`src/rtl/fp_writeback_unit.sv`:
```
// fp_writeback_unit: 2-entry FP result buffer feeding the FP/integer register-file write ports, plus fflags/frm/fcsr CSRs.
// Optional macro FP_WB_BYPASS_EN: a result reaching an empty, unstalled buffer retires in the same cycle.
package fp_writeback_unit_pkg;
   typedef struct packed {
      logic [31:0] result;
      logic [4:0]  fflags;
      logic [4:0]  rd;
      logic        fp_to_int;
   } wb_entry_t;
endpackage

module fp_writeback_unit
   import fp_writeback_unit_pkg::*;
(
   input  logic        clk,
   input  logic        rst_n,
   input  logic        ex_valid,
   output logic        ex_ready,
   input  logic [31:0] ex_result,
   input  logic [4:0]  ex_fflags,
   input  logic [4:0]  ex_rd,
   input  logic        ex_fp_to_int,
   input  logic        wb_stall,
   output logic        fp_wb_en,
   output logic [4:0]  fp_wb_addr,
   output logic [31:0] fp_wb_data,
   output logic        int_wb_en,
   output logic [4:0]  int_wb_addr,
   output logic [31:0] int_wb_data,
   input  logic        csr_we,
   input  logic [11:0] csr_addr,
   input  logic [31:0] csr_wdata,
   output logic [31:0] csr_rdata,
   output logic [2:0]  frm,
   output logic [4:0]  fflags
);
   localparam int unsigned DEPTH = 2;
   localparam int unsigned CNT_W = 2;
   localparam logic [11:0] CSR_FFLAGS = 12'h001;
   localparam logic [11:0] CSR_FRM    = 12'h002;
   localparam logic [11:0] CSR_FCSR   = 12'h003;

   wb_entry_t        mem [DEPTH];
   wb_entry_t        in_entry;
   wb_entry_t        head;
   logic [CNT_W-1:0] count_q, count_d;
   logic             wr_ptr_q, rd_ptr_q;
   logic [4:0]       fflags_q, fflags_d;
   logic [2:0]       frm_q, frm_d;
   logic             fifo_retire, bypass, push, store, retire;
   logic             unused_csr_wdata;

   assign unused_csr_wdata = ^csr_wdata[31:8];

   // Handshake, retire selection and write-port drive
   always_comb begin
      in_entry.result    = ex_result;
      in_entry.fflags    = ex_fflags;
      in_entry.rd        = ex_rd;
      in_entry.fp_to_int = ex_fp_to_int;
      fifo_retire = (count_q != '0) && !wb_stall;
      ex_ready    = (count_q < CNT_W'(DEPTH)) || fifo_retire;
      push        = ex_valid && ex_ready;
`ifdef FP_WB_BYPASS_EN
      bypass      = push && (count_q == '0) && !wb_stall && rst_n;
`else
      bypass      = 1'b0;
`endif
      store       = push && !bypass;
      retire      = fifo_retire || bypass;
      head        = bypass ? in_entry : mem[rd_ptr_q];
      count_d     = count_q + CNT_W'(store) - CNT_W'(fifo_retire);

      fp_wb_en    = retire && !head.fp_to_int;
      fp_wb_addr  = head.rd;
      fp_wb_data  = head.result;
      int_wb_en   = retire && head.fp_to_int && (head.rd != '0);
      int_wb_addr = head.rd;
      int_wb_data = head.result;
   end

   // CSR update; retiring flags are ORed in after any CSR write so none are lost
   always_comb begin
      fflags_d = fflags_q;
      frm_d    = frm_q;
      if (csr_we) begin
         case (csr_addr)
            CSR_FFLAGS: fflags_d = csr_wdata[4:0];
            CSR_FRM:    frm_d    = csr_wdata[2:0];
            CSR_FCSR: begin
               frm_d    = csr_wdata[7:5];
               fflags_d = csr_wdata[4:0];
            end
            default: ;
         endcase
      end
      if (retire) fflags_d = fflags_d | head.fflags;
   end

   always_comb begin
      case (csr_addr)
         CSR_FFLAGS: csr_rdata = 32'(fflags_q);
         CSR_FRM:    csr_rdata = 32'(frm_q);
         CSR_FCSR:   csr_rdata = 32'({frm_q, fflags_q});
         default:    csr_rdata = '0;
      endcase
   end

   assign frm    = frm_q;
   assign fflags = fflags_q;

   always_ff @(posedge clk or negedge rst_n) begin
      if (!rst_n) begin
         count_q  <= '0;
         wr_ptr_q <= 1'b0;
         rd_ptr_q <= 1'b0;
         fflags_q <= '0;
         frm_q    <= '0;
      end else begin
         count_q  <= count_d;
         fflags_q <= fflags_d;
         frm_q    <= frm_d;
         if (store)       wr_ptr_q <= ~wr_ptr_q;
         if (fifo_retire) rd_ptr_q <= ~rd_ptr_q;
      end
   end

   // Payload storage needs no reset; occupancy alone qualifies it
   always_ff @(posedge clk) begin
      if (store) mem[wr_ptr_q] <= in_entry;
   end
endmodule

```
`config.mk`:
```
export PLATFORM = sky130hd
export DESIGN_NAME = fp_writeback_unit
export DESIGN_NICKNAME = d
export VERILOG_FILES = /design/src/rtl/fp_writeback_unit.sv
export SDC_FILE = /design/constraint.sdc
export NUM_CORES = 1
export LEC_CHECK = 0
export CORE_ASPECT_RATIO = 0.9
export CORE_UTILIZATION = 41
export CTS_CLUSTER_SIZE = 12
export DETAILED_ROUTE_END_ITERATION = 12
export GPL_ROUTABILITY_DRIVEN = 1
export PLACE_DENSITY = 0.81
export SYNTH_ARGS = -nofsm -noshare
export SYNTH_HDL_FRONTEND = slang
export SYNTH_SLANG_ARGS = --single-unit
```
`constraint.sdc`:
```
create_clock -name clk -period 3.15 [get_ports clk]
set_clock_uncertainty 0.1 [all_clocks]
set_input_delay 0.4725 -clock clk [delete_from_list [all_inputs] [get_ports clk]]
set_output_delay 0.4725 -clock clk [all_outputs]
set_load 0.01 [all_outputs]
```
Word level (Yosys, flattened, before mapping)
Memory sizes are Yosys's and may differ from the RTL's.
Cells that the tools add are included.
Storage, ports and cells
  flip-flop bits (word level): 12
  bits in writable memories: 86
  bits of input ports: 92
  memories: 1
Cells by class
  add/subtract/negate cells: 2
  $lt $le $gt $ge: 1
  equal/unequal tests: 3
  mux-type cells: 7
  bitwise operators: 3
  reduce and logical (&&, ||, !) cells: 13
Memories
  mem: words 2, width 43, read ports 1, clocked after memory_dff 0, write ports 1, line 43  | wb_entry_t mem [DEPTH];
Operator list (count)
  12-bit by 2-bit equality test with 1-bit output, second input constant: 2
  8-bit one-hot mux with 3 select lines: 1
  5-bit 2-to-1 mux: 3
  12-bit by 1-bit equality test with 1-bit output, second input constant: 1
  3-bit one-hot mux with 2 select lines: 1
  1-bit logical AND: 5
  5-bit OR: 1
  5-bit nonzero test: 1
  2-bit nonzero test: 2
  2-bit by 1-bit adder with 2-bit output: 1
  1-bit zero test: 2
  2-bit less-than comparator, second input constant: 1
  1-bit 2-to-1 mux: 2
  1-bit inverter: 2
  2-bit AND reduction: 1
  2-bit OR reduction: 1
  2-bit by 1-bit subtractor with 2-bit output: 1
  1-bit logical OR: 1

Depth between registers and ports, before layout
Gate-level depths: netlist (run 1).
  word-level depth: 6
  gate-level depth with buffers: 7

Worst setup path after synthesis (run 1)
OpenSTA, ideal clock, no wires.
  path kind: input -> register
  from: input wb_stall
  to: memory mem[0][0] in the netlist's numbering (enable)
  library setup time: 0.443 ns
  arrival: 2.536 ns
  required time: 2.607 ns
  setup slack: 0.070 ns
  stages: 3
  cell sequence: nand2_1 nand2_1 nor2_1
Between the ends
  word-level cells in the longest chain between the ends: 6
Ends and longest elaborated chain
  from (decl): line 23  | input logic wb_stall,
  1-bit zero test: line 61  | fifo_retire = (count_q != '0) && !wb_stall;
  1-bit logical AND: line 61
  1-bit logical OR: line 62  | ex_ready = (count_q < CNT_W'(DEPTH)) || fifo_retire;
  1-bit logical AND: line 63  | push = ex_valid && ex_ready;
  1-bit 2-to-1 mux: line 130  | if (store) mem[wr_ptr_q] <= in_entry;
  1-bit 2-to-1 mux (not written as such): line 130
  to (decl): line 43
No other way between the ends.

Worst setup path in the final report (run 1)
  from: input csr_addr[5]
  to: output csr_rdata[1]
Between the ends
  word-level cells in the longest chain between the ends: 2
  elaborated cells on any way between the ends: 4
Ends and longest elaborated chain
  from (decl): line 31  | input logic [11:0] csr_addr,
  12-bit by 2-bit equality test with 1-bit output or 12-bit by 1-bit equality test with 1-bit output (tied branches): line 101  | case (csr_addr)
  8-bit one-hot mux with 3 select lines (*): line 101
  to (decl): line 33  | output logic [31:0] csr_rdata,
Every way passes the cells marked *; elsewhere a longest branch is shown, timed or not.

==> results of run 1 <==
==> registers in the layout (all words and copies together) (netlist names) <==
register,cells
rd_ptr_q,1
frm,3
wr_ptr_q,1
mem,86
count_q,2
fflags,5
==> metrics by stage <==
step | util | setup WS (ns) | power (mW) | hold slack [ns] | area (sq um)
after floorplan | - | 0.0701 | 2.93 | 0.0769 | 4400
after global placement | 0.564 | -0.0799 | 3.70 | 0.383 | 5780
after detailed placement | 0.564 | -0.105 | 3.75 | 0.394 | 5780
after CTS | 0.596 | 0.0159 | 4.92 | 0.405 | 6100
after global routing | 0.597 | 0.133 | 5.10 | 0.448 | 6120
final | 0.597 | 0.167 | 4.86 | 0.404 | 6120
==> layout by cell type, fill, tap and decap left out, types with 2 or more instances in the layout <==
cell type and count:
ha_1 2, mux2i_1 6, dfrtp_1 11, buf_12 2, clkdlybuf4s50_1 152, or4_4 3, edfxtp_1 86, nand2_1 4
mux2_2 45, conb_1 24, bufinv_16 2, xnor2_1 3, mux2_4 3, and4_1 3, nor2_1 4, a22oi_1 3
dlymetal6s2s_1 5, buf_4 7, clkbuf_16 9, dlygate4sd2_1 3, and3_1 2, a21oi_1 11
==> routing by layer <==
| metal | share of wire | vias to the layer above | global-route usage |
|---|---|---|---|
| li1 | - | 1178 | - |
| met1 | 0.39 | 1258 | 0.189 |
| met2 | 0.52 | 122 | 0.289 |
| met3 | 0.071 | 8 | 0.0577 |
| met4 | 0.013 | 0 | 0.0607 |
| met5 | 0 | - | 0 |
==> report_power, final <==
group	internal [mW]	total, mW	switching [mW]
clock network	0.698	1.16	0.457
registers	1.69	1.78	0.0842
logic	1.09	1.92	0.827
total	3.49	4.86	1.37
==> cell families after synthesis <==
family                   after synthesis  share of synthesized area
AO/OA/AOI/OAI                         15                     0.0203
XOR/XNOR                               4                    0.00813
adder cells (fa/ha/maj)                2                    0.00580
buffers and inverters                 69                      0.113
flip-flops                            98                      0.669
multiplexers                          54                      0.142
other                                  1                   0.000870
AND/OR/NAND/NOR                       26                     0.0409
==> layout make-up <==
type	count	area, sq um	area share
clock buffer	10	229	0.0374
inverter	1	3.75	0.000614
timing repair buffer	169	1700	0.278
tap	129	161	0.0264
clock inverter	6	90.1	0.0147
sequential	98	2880	0.471
multi-input combinational	125	1050	0.171
==> synthesized netlist by cell type (all sizes together) (2+ instances only) <==
master and number:
xnor2 3, a21oi 11, and3 3, and4 3
edfxtp 86, mux2 48, clkbuf 5, dfrtp 12
nand2 4, nor3 2, or4 3, ha 2
nor2 5, a22oi 3, mux2i 6, buf 63
==> worst paths after layout <==
kind,slack [ns],end
worst min register to register,0.40,count_q[1]
worst max register to register,1.36,count_q[1]
worst max-delay path,0.17,csr_rdata[1]
min in group asynchronous,0.42,frm[2]
max in group asynchronous,2.10,rd_ptr_q
worst min-delay path,0.40,count_q[1]
==> results.yml, run 1 <==
status:
  outcome: "complete, no violations"
critical_path:
  cp-startpoint: "csr_addr[5]"
  cp.depth: 5
  worst-setup-path-type: "in2out"
  end_kind: "output pin"
  path_delay_family: "simple AND/OR/NAND/NOR gates"
  critPathMaxFanout: 3
  cp_cell_sequence: "clkdlybuf4s50_1, or4_4, or3_2, nor2_1, dlygate4sd2_1"
  arrival_ns: 2.41
  cp-start-kind: "primary input"
  r2r-start: "count_q[1]"
  slowest_delay_ns: 0.57
  critPathBufInv: 2
  crit_path_top_delay_cell: "or4_4"
  rr_worst_depth: 7
  required_ns: 2.58
timing:
  period_needed_ns: 2.98
  worst_slew_pin_slew_ns: 0.610
  tns_ns: 0
  period_share: 0.947
  setup_viol: 0
  slew_viol_final: 0
  fmax_mhz: 335
  max_slew_margin: 0.592
  hold_violations: 0
  rsz0062_at_grt: "false"
logic_synthesis:
  ys.flop_type: "edfxtp_1"
  yosysSeqAreaShare: 0.669
  synth_edf_count: 86
  netlist-cell-type-count: 29
  synth_area_leader_cell: "edfxtp_1"
  synth.top_cell.area_share: 0.599
  synth_area_leaders: "edfxtp_1 (60%), mux2_2 (12%), buf_4 (11%)"
  ys_warn_count: 0
  ys_seq_elements: 98
  ys_async_sr_fraction: 0.122
  postSynthCellCount: 269
  syn_area_per_cell_sq_um: 16.0
  netlist_area_sq_um: 4310
clock_network:
  cts_resized: 5
  path_clk_slew_ns: 0.07
  cts_sinks: 98
  ctsHoldBuffers: 0
  htreeDepth: 3
  cts_buffers: 9
  cts_max_path_buffers: 2
  cts_tree: "yes"
  clk_latency_ns: 0.34
  postCtsSetupBuffers: 0
  cts_root_buf: "clkbuf_16"
worst_hold_path:
  hold_start: "count_q[1]"
  holdPathStages: 1
  hp-class: "reg2reg"
run:
  maxCapViolations: 0
finish:
  diodes: 0
  fin_cells: 538
  nets: 498
  drive_gt1_frac: 0.203
  area_growth_pct: 41.9
  nFillCells: 810
drt:
  drtIter0Drc: 94
  viasPerCell: 4.77
  ant_nets: 0
  drt_pass1_iterations: 4
  drc: 0
  drt-total-wl_mm: 8.76
  wl_per_cell_um: 16.3
  num_vias: 2566
global_routing:
  grt_antenna_before_repair: 0
  overflow: 0
  gr-usage-all-layers: 0.167
  grt_max_degree: 38
  grt_pass1_vias: 2660
  grt_pass1_wl_mm: 13.3
die:
  ioPinCount: 209
  core-area_sq_um: 10200
  initial_core_util: 0.421
  fp.dieW_um: 110
  row_count: 35
  die-height_um: 99.3
  die_area_sq_um: 10900
power:
  p_leak_nw: 2.31
  power_density_nw_per_um2: 794
  ir_worst_vdd_uv: 570
placement:
  dp_hpwl_mm: 6.23
  placed_cells: 522
  gp_congestion: 0.725
  numPortBuffers: 160
Power figures use the tool's default switching activity.
==> run 2, diff against run 1 <==
--- a/config.mk
+++ b/config.mk
@@ -5,12 +5,14 @@
 export SDC_FILE = /design/constraint.sdc
 export NUM_CORES = 1
 export LEC_CHECK = 0
+export CELL_PAD_IN_SITES_DETAIL_PLACEMENT = 0
+export CELL_PAD_IN_SITES_GLOBAL_PLACEMENT = 1
 export CORE_ASPECT_RATIO = 0.9
-export CORE_UTILIZATION = 41
+export CORE_UTILIZATION = 32
 export CTS_CLUSTER_SIZE = 12
 export DETAILED_ROUTE_END_ITERATION = 12
 export GPL_ROUTABILITY_DRIVEN = 1
-export PLACE_DENSITY = 0.81
+export PLACE_DENSITY_LB_ADDON = 0.1
 export SYNTH_ARGS = -nofsm -noshare
 export SYNTH_HDL_FRONTEND = slang
 export SYNTH_SLANG_ARGS = --single-unit
==> results.yml, run 2 (synthesized netlist as in run 1, its figures left out) <==
clock_network:
  cts_tree: "yes"
  cts_root_buf: "clkbuf_16"
  cts_buffers: 9
  cts_sinks: 98
  postCtsSetupBuffers: 0
  htreeDepth: 3
  ctsHoldBuffers: 0
  path_clk_slew_ns: 0.07
  clk_latency_ns: 0.33
  cts_max_path_buffers: 2
die:
  initial_core_util: 0.333
  fp.dieW_um: 124
  row_count: 39
  ioPinCount: 209
  die_area_sq_um: 13900
  core-area_sq_um: 12900
  die-height_um: 112
drt:
  wl_per_cell_um: 14.9
  drtIter0Drc: 70
  drt_pass1_iterations: 4
  drc: 0
  viasPerCell: 4.39
  ant_nets: 0
  num_vias: 2520
  drt-total-wl_mm: 8.55
finish:
  diodes: 0
  design_area_sq_um: 6140
  drive_gt1_frac: 0.200
  nets: 499
  multi_input_area_sq_um: 1030
  fin_util: 0.475
  layout_commonest_cell: "clkdlybuf4s50_1"
  nFillCells: 1151
  layout_common_cells: "clkdlybuf4s50_1 (155), edfxtp_1 (86), mux2_2 (45)"
  seq_area_sq_um: 2880
  largest_register_ff_count: 86
  area_growth_pct: 42.5
  top_register: "mem"
global_routing:
  grt_pass1_wl_mm: 13.4
  grt_pass1_vias: 2573
  grt_max_degree: 44
  grt_antenna_before_repair: 0
  gr-usage-all-layers: 0.126
  overflow: 0
power:
  power.switching_mw: 1.33
  clkPwrFrac: 0.236
  intPower_mw: 3.48
  p_comb_frac: 0.391
  swShare: 0.277
  p_leak_nw: 2.24
  power.total_mw: 4.81
  p_seq_frac: 0.373
  power_density_nw_per_um2: 783
  ir_worst_vdd_uv: 328
placement:
  numPortBuffers: 160
  place_ws_ns: -0.0419
  place_area_sq_um: 5830
  dp_hpwl_mm: 6.13
  gp_congestion: 0.677
critical_path:
  reg2reg_to: "fflags[2]"
  rr_worst_depth: 4
  r2r-start: "rd_ptr_q"
  end_kind: "output pin"
  critPathMaxFanout: 5
  r2r_setup_slack_ns: 1.29
  worst-setup-path-type: "in2out"
  arrival_ns: 2.53
  cp-start-kind: "primary input"
  required_ns: 2.58
timing:
  rsz0062_at_grt: "false"
  worst_slew_pin_slew_ns: 0.634
  setup_viol: 0
  max_slew_margin: 0.576
  period_share: 0.983
  period_needed_ns: 3.10
  fin_ws_ns: 0.0522
  hold_violations: 0
  slew_viol_final: 0
  fmax_mhz: 323
status:
  outcome: "complete, no violations"
worst_hold_path:
  hp-class: "reg2reg"
  hold_start: "count_q[1]"
  holdPathStages: 1
  holdPathEnd: "count_q[1]"
run:
  maxCapViolations: 0
-- run 2: cell types whose count changed in the layout (fill, tap and decap cells not counted), sizes merged --
cell,previous run,this run
clkinv,2,4
clkdlybuf4s50,152,155
clkinvlp,1,0
inv,2,1
buf,9,10
dlymetal6s2s,5,2
-- run 2: layout make-up --
type                            count  share of cell area
Inverter                            1            0.000611
Tap cell                          164              0.0334
Clock inverter                      6              0.0134
Multi-Input combinational cell    125               0.168
Timing Repair Buffer              170               0.277
Clock buffer                       10              0.0373
Sequential cell                    98               0.470
-- run 2: per-layer routing --
metal	track usage	wire length, um	vias up
li1	-	-	1176
met1	0.161	3810	1231
met2	0.203	4150	104
met3	0.0367	484	9
met4	0.0458	106	0
met5	0	0	-
-- run 2: power groups by stage --
stage | registers, mW | logic, mW | clock network [mW]
after CTS | 1.80 | 1.92 | 1.17
after global routing | 1.82 | 2.02 | 1.22
after detailed placement | 1.83 | 1.91 | 0
after global placement | 1.82 | 1.91 | 0
final | 1.80 | 1.88 | 1.14
after floorplan | 1.77 | 1.16 | 0
-- run 2: worst max path at each step --
stage / start / endpoint / slack, ns / cells after the start
floorplan: wb_stall / mem[0][0] / 0.07 / 3
global placement: csr_addr[5] / csr_rdata[0] / -0.02 / 5
detailed placement: csr_addr[5] / csr_rdata[1] / -0.04 / 5
CTS: csr_addr[5] / csr_rdata[5] / 0.04 / 6
global route: csr_addr[5] / csr_rdata[5] / 0.01 / 6
finish: csr_addr[5] / csr_rdata[5] / 0.05 / 6
-- run 2: metrics by stage --
stage / setup TNS, ns / std cells / hold slack [ns]
6_report: 0 / 574 / 0.422
4_1_cts: 0 / 574 / 0.424
3_5_place_dp: -0.121 / 558 / 0.412
5_1_grt: 0 / 574 / 0.456
2_1_floorplan: 0 / 292 / 0.0769
3_3_place_gp: -0.0699 / 558 / 0.397
-- run 2: critical path, cell delays in order --
cell and delay (ns):
clkdlybuf4s50_1 0.41, or4_4 0.56, nor3_1 0.20, buf_4 0.16, and4_1 0.20, clkdlybuf4s50_1 0.54
-- run 2: timing repair --
| action | CTS | global route |
|---|---|---|
| resized for setup | 3 | 2 |
| endpoints found under the setup margin | 3 | 2 |
| endpoints found under the hold margin | 0 | 0 |
==> run 3, diff against run 2 <==
--- a/config.mk
+++ b/config.mk
@@ -12,7 +12,7 @@
 export CTS_CLUSTER_SIZE = 12
 export DETAILED_ROUTE_END_ITERATION = 12
 export GPL_ROUTABILITY_DRIVEN = 1
-export PLACE_DENSITY_LB_ADDON = 0.1
+export PLACE_DENSITY = 0.81
 export SYNTH_ARGS = -nofsm -noshare
 export SYNTH_HDL_FRONTEND = slang
 export SYNTH_SLANG_ARGS = --single-unit
==> results.yml, run 3 (synthesized netlist as in run 1, its figures left out) <==
finish:
  top_register: "mem"
  design_area_sq_um: 6080
  layout_commonest_cell: "clkdlybuf4s50_1"
  diodes: 0
  drive_gt1_frac: 0.205
  area_growth_pct: 41.1
  nets: 499
  layout_common_cells: "clkdlybuf4s50_1 (157), edfxtp_1 (86), mux2_2 (45)"
  fin_cells: 574
  largest_register_ff_count: 86
critical_path:
  slowest_delay_ns: 0.55
  cp_common_cell: "clkdlybuf4s50_1"
  cp-start-kind: "primary input"
  worst-setup-path-type: "in2out"
  critPathMaxFanout: 5
  end_kind: "output pin"
  required_ns: 2.58
  crit_path_top_delay_cell: "or4_4"
  cp_cell_sequence: "clkdlybuf4s50_1, or4_4, nor3_2, buf_4, and4_1, clkdlybuf4s50_1"
  arrival_ns: 2.51
status:
  outcome: "complete, no violations"
timing:
  fmax_mhz: 324
  setup_viol: 0
  slew_viol_final: 0
  period_needed_ns: 3.08
  hold_slack_ns: 0.404
  hold_violations: 0
  tns_ns: 0
  max_slew_margin: 0.583
  rsz0062_at_grt: "false"
  worst_slew_pin_slew_ns: 0.626
  period_share: 0.979
clock_network:
  cts_max_path_buffers: 2
  clk_latency_ns: 0.34
  cts_root_buf: "clkbuf_16"
  ctsHoldBuffers: 0
  cts_tree: "yes"
  htreeDepth: 3
  path_clk_slew_ns: 0.07
  cts_sinks: 98
  cts_buffers: 9
global_routing:
  grt_pass1_wl_mm: 13.7
  grt_max_degree: 44
  gr-usage-all-layers: 0.129
  overflow: 0
  grt_pass1_vias: 2696
  grt_antenna_before_repair: 0
die:
  row_count: 39
  fp.dieW_um: 124
  core-area_sq_um: 12900
  die-height_um: 112
  die_area_sq_um: 13900
  initial_core_util: 0.333
  ioPinCount: 209
placement:
  placed_cells: 558
  dp_hpwl_mm: 6.37
  gp_congestion: 0.803
  numPortBuffers: 160
  place_area_sq_um: 5800
drt:
  viasPerCell: 4.46
  drtIter0Drc: 90
  drc: 0
  num_vias: 2560
  ant_nets: 0
  drt_pass1_iterations: 4
  drt-total-wl_mm: 8.83
  wl_per_cell_um: 15.4
run:
  maxCapViolations: 0
worst_hold_path:
  hp-class: "reg2reg"
power:
  power_density_nw_per_um2: 774
  power.total_mw: 4.71
  ir_worst_vdd_uv: 481
  p_leak_nw: 2.18
## run 3: metrics by stage
| stage | util | worst slack (ns) |
|---|---|---|
| after floorplan | - | 0.0701 |
| after global placement | 0.449 | -0.0187 |
| after detailed placement | 0.449 | -0.0281 |
| after CTS | 0.470 | 0.0305 |
| after global routing | 0.470 | 0.000369 |
| final | 0.470 | 0.0668 |
## run 3: timing repair
item	CTS	global route
buffers inserted	0	0
pin swaps	0	0
setup endpoints to repair	3	3
resized for setup	3	1
## run 3: report_power, final
group          internal, mW  switching, mW  total (mW)
registers              1.69          0.111        1.81
logic                  1.08          0.804        1.88
clock network         0.541          0.477        1.02
## run 3: critical path: cells and delay by family
family | cells | cell delay [ns]
buffers and inverters | 3 | 1.10
AND/OR/NAND/NOR | 3 | 0.93
## run 3: worst paths after layout
check,depth (start not counted),slack (ns),startpoint,endpoint
setup / recovery,6,0.07,csr_addr[5],csr_rdata[7]
hold / removal,1,0.40,count_q[1],count_q[1]
setup reg to reg,7,1.31,count_q[0],count_q[1]
hold reg to reg,1,0.40,count_q[1],count_q[1]
max in group asynchronous,1,2.11,rst_n,rd_ptr_q
min in group asynchronous,1,0.42,rst_n,count_q[1]
## run 3: metal layers
| layer | up-vias | share of wire | GRT usage |
|---|---|---|---|
| met2 | 113 | 0.52 | 0.226 |
| met1 | 1260 | 0.40 | 0.143 |
| met5 | - | 0 | 0 |
| met3 | 6 | 0.067 | 0.0534 |
| met4 | 0 | 0.0091 | 0.0394 |
| li1 | 1181 | - | - |
## run 3: layout make-up
type / count / area, sq um
Inverter: 1 / 3.75
Timing Repair Buffer: 170 / 1670
Multi-Input combinational cell: 125 / 1040
Tap cell: 164 / 205
Fill cell: 1137 / 6850
Clock buffer: 9 / 225
Sequential cell: 98 / 2880
Clock inverter: 7 / 52.6
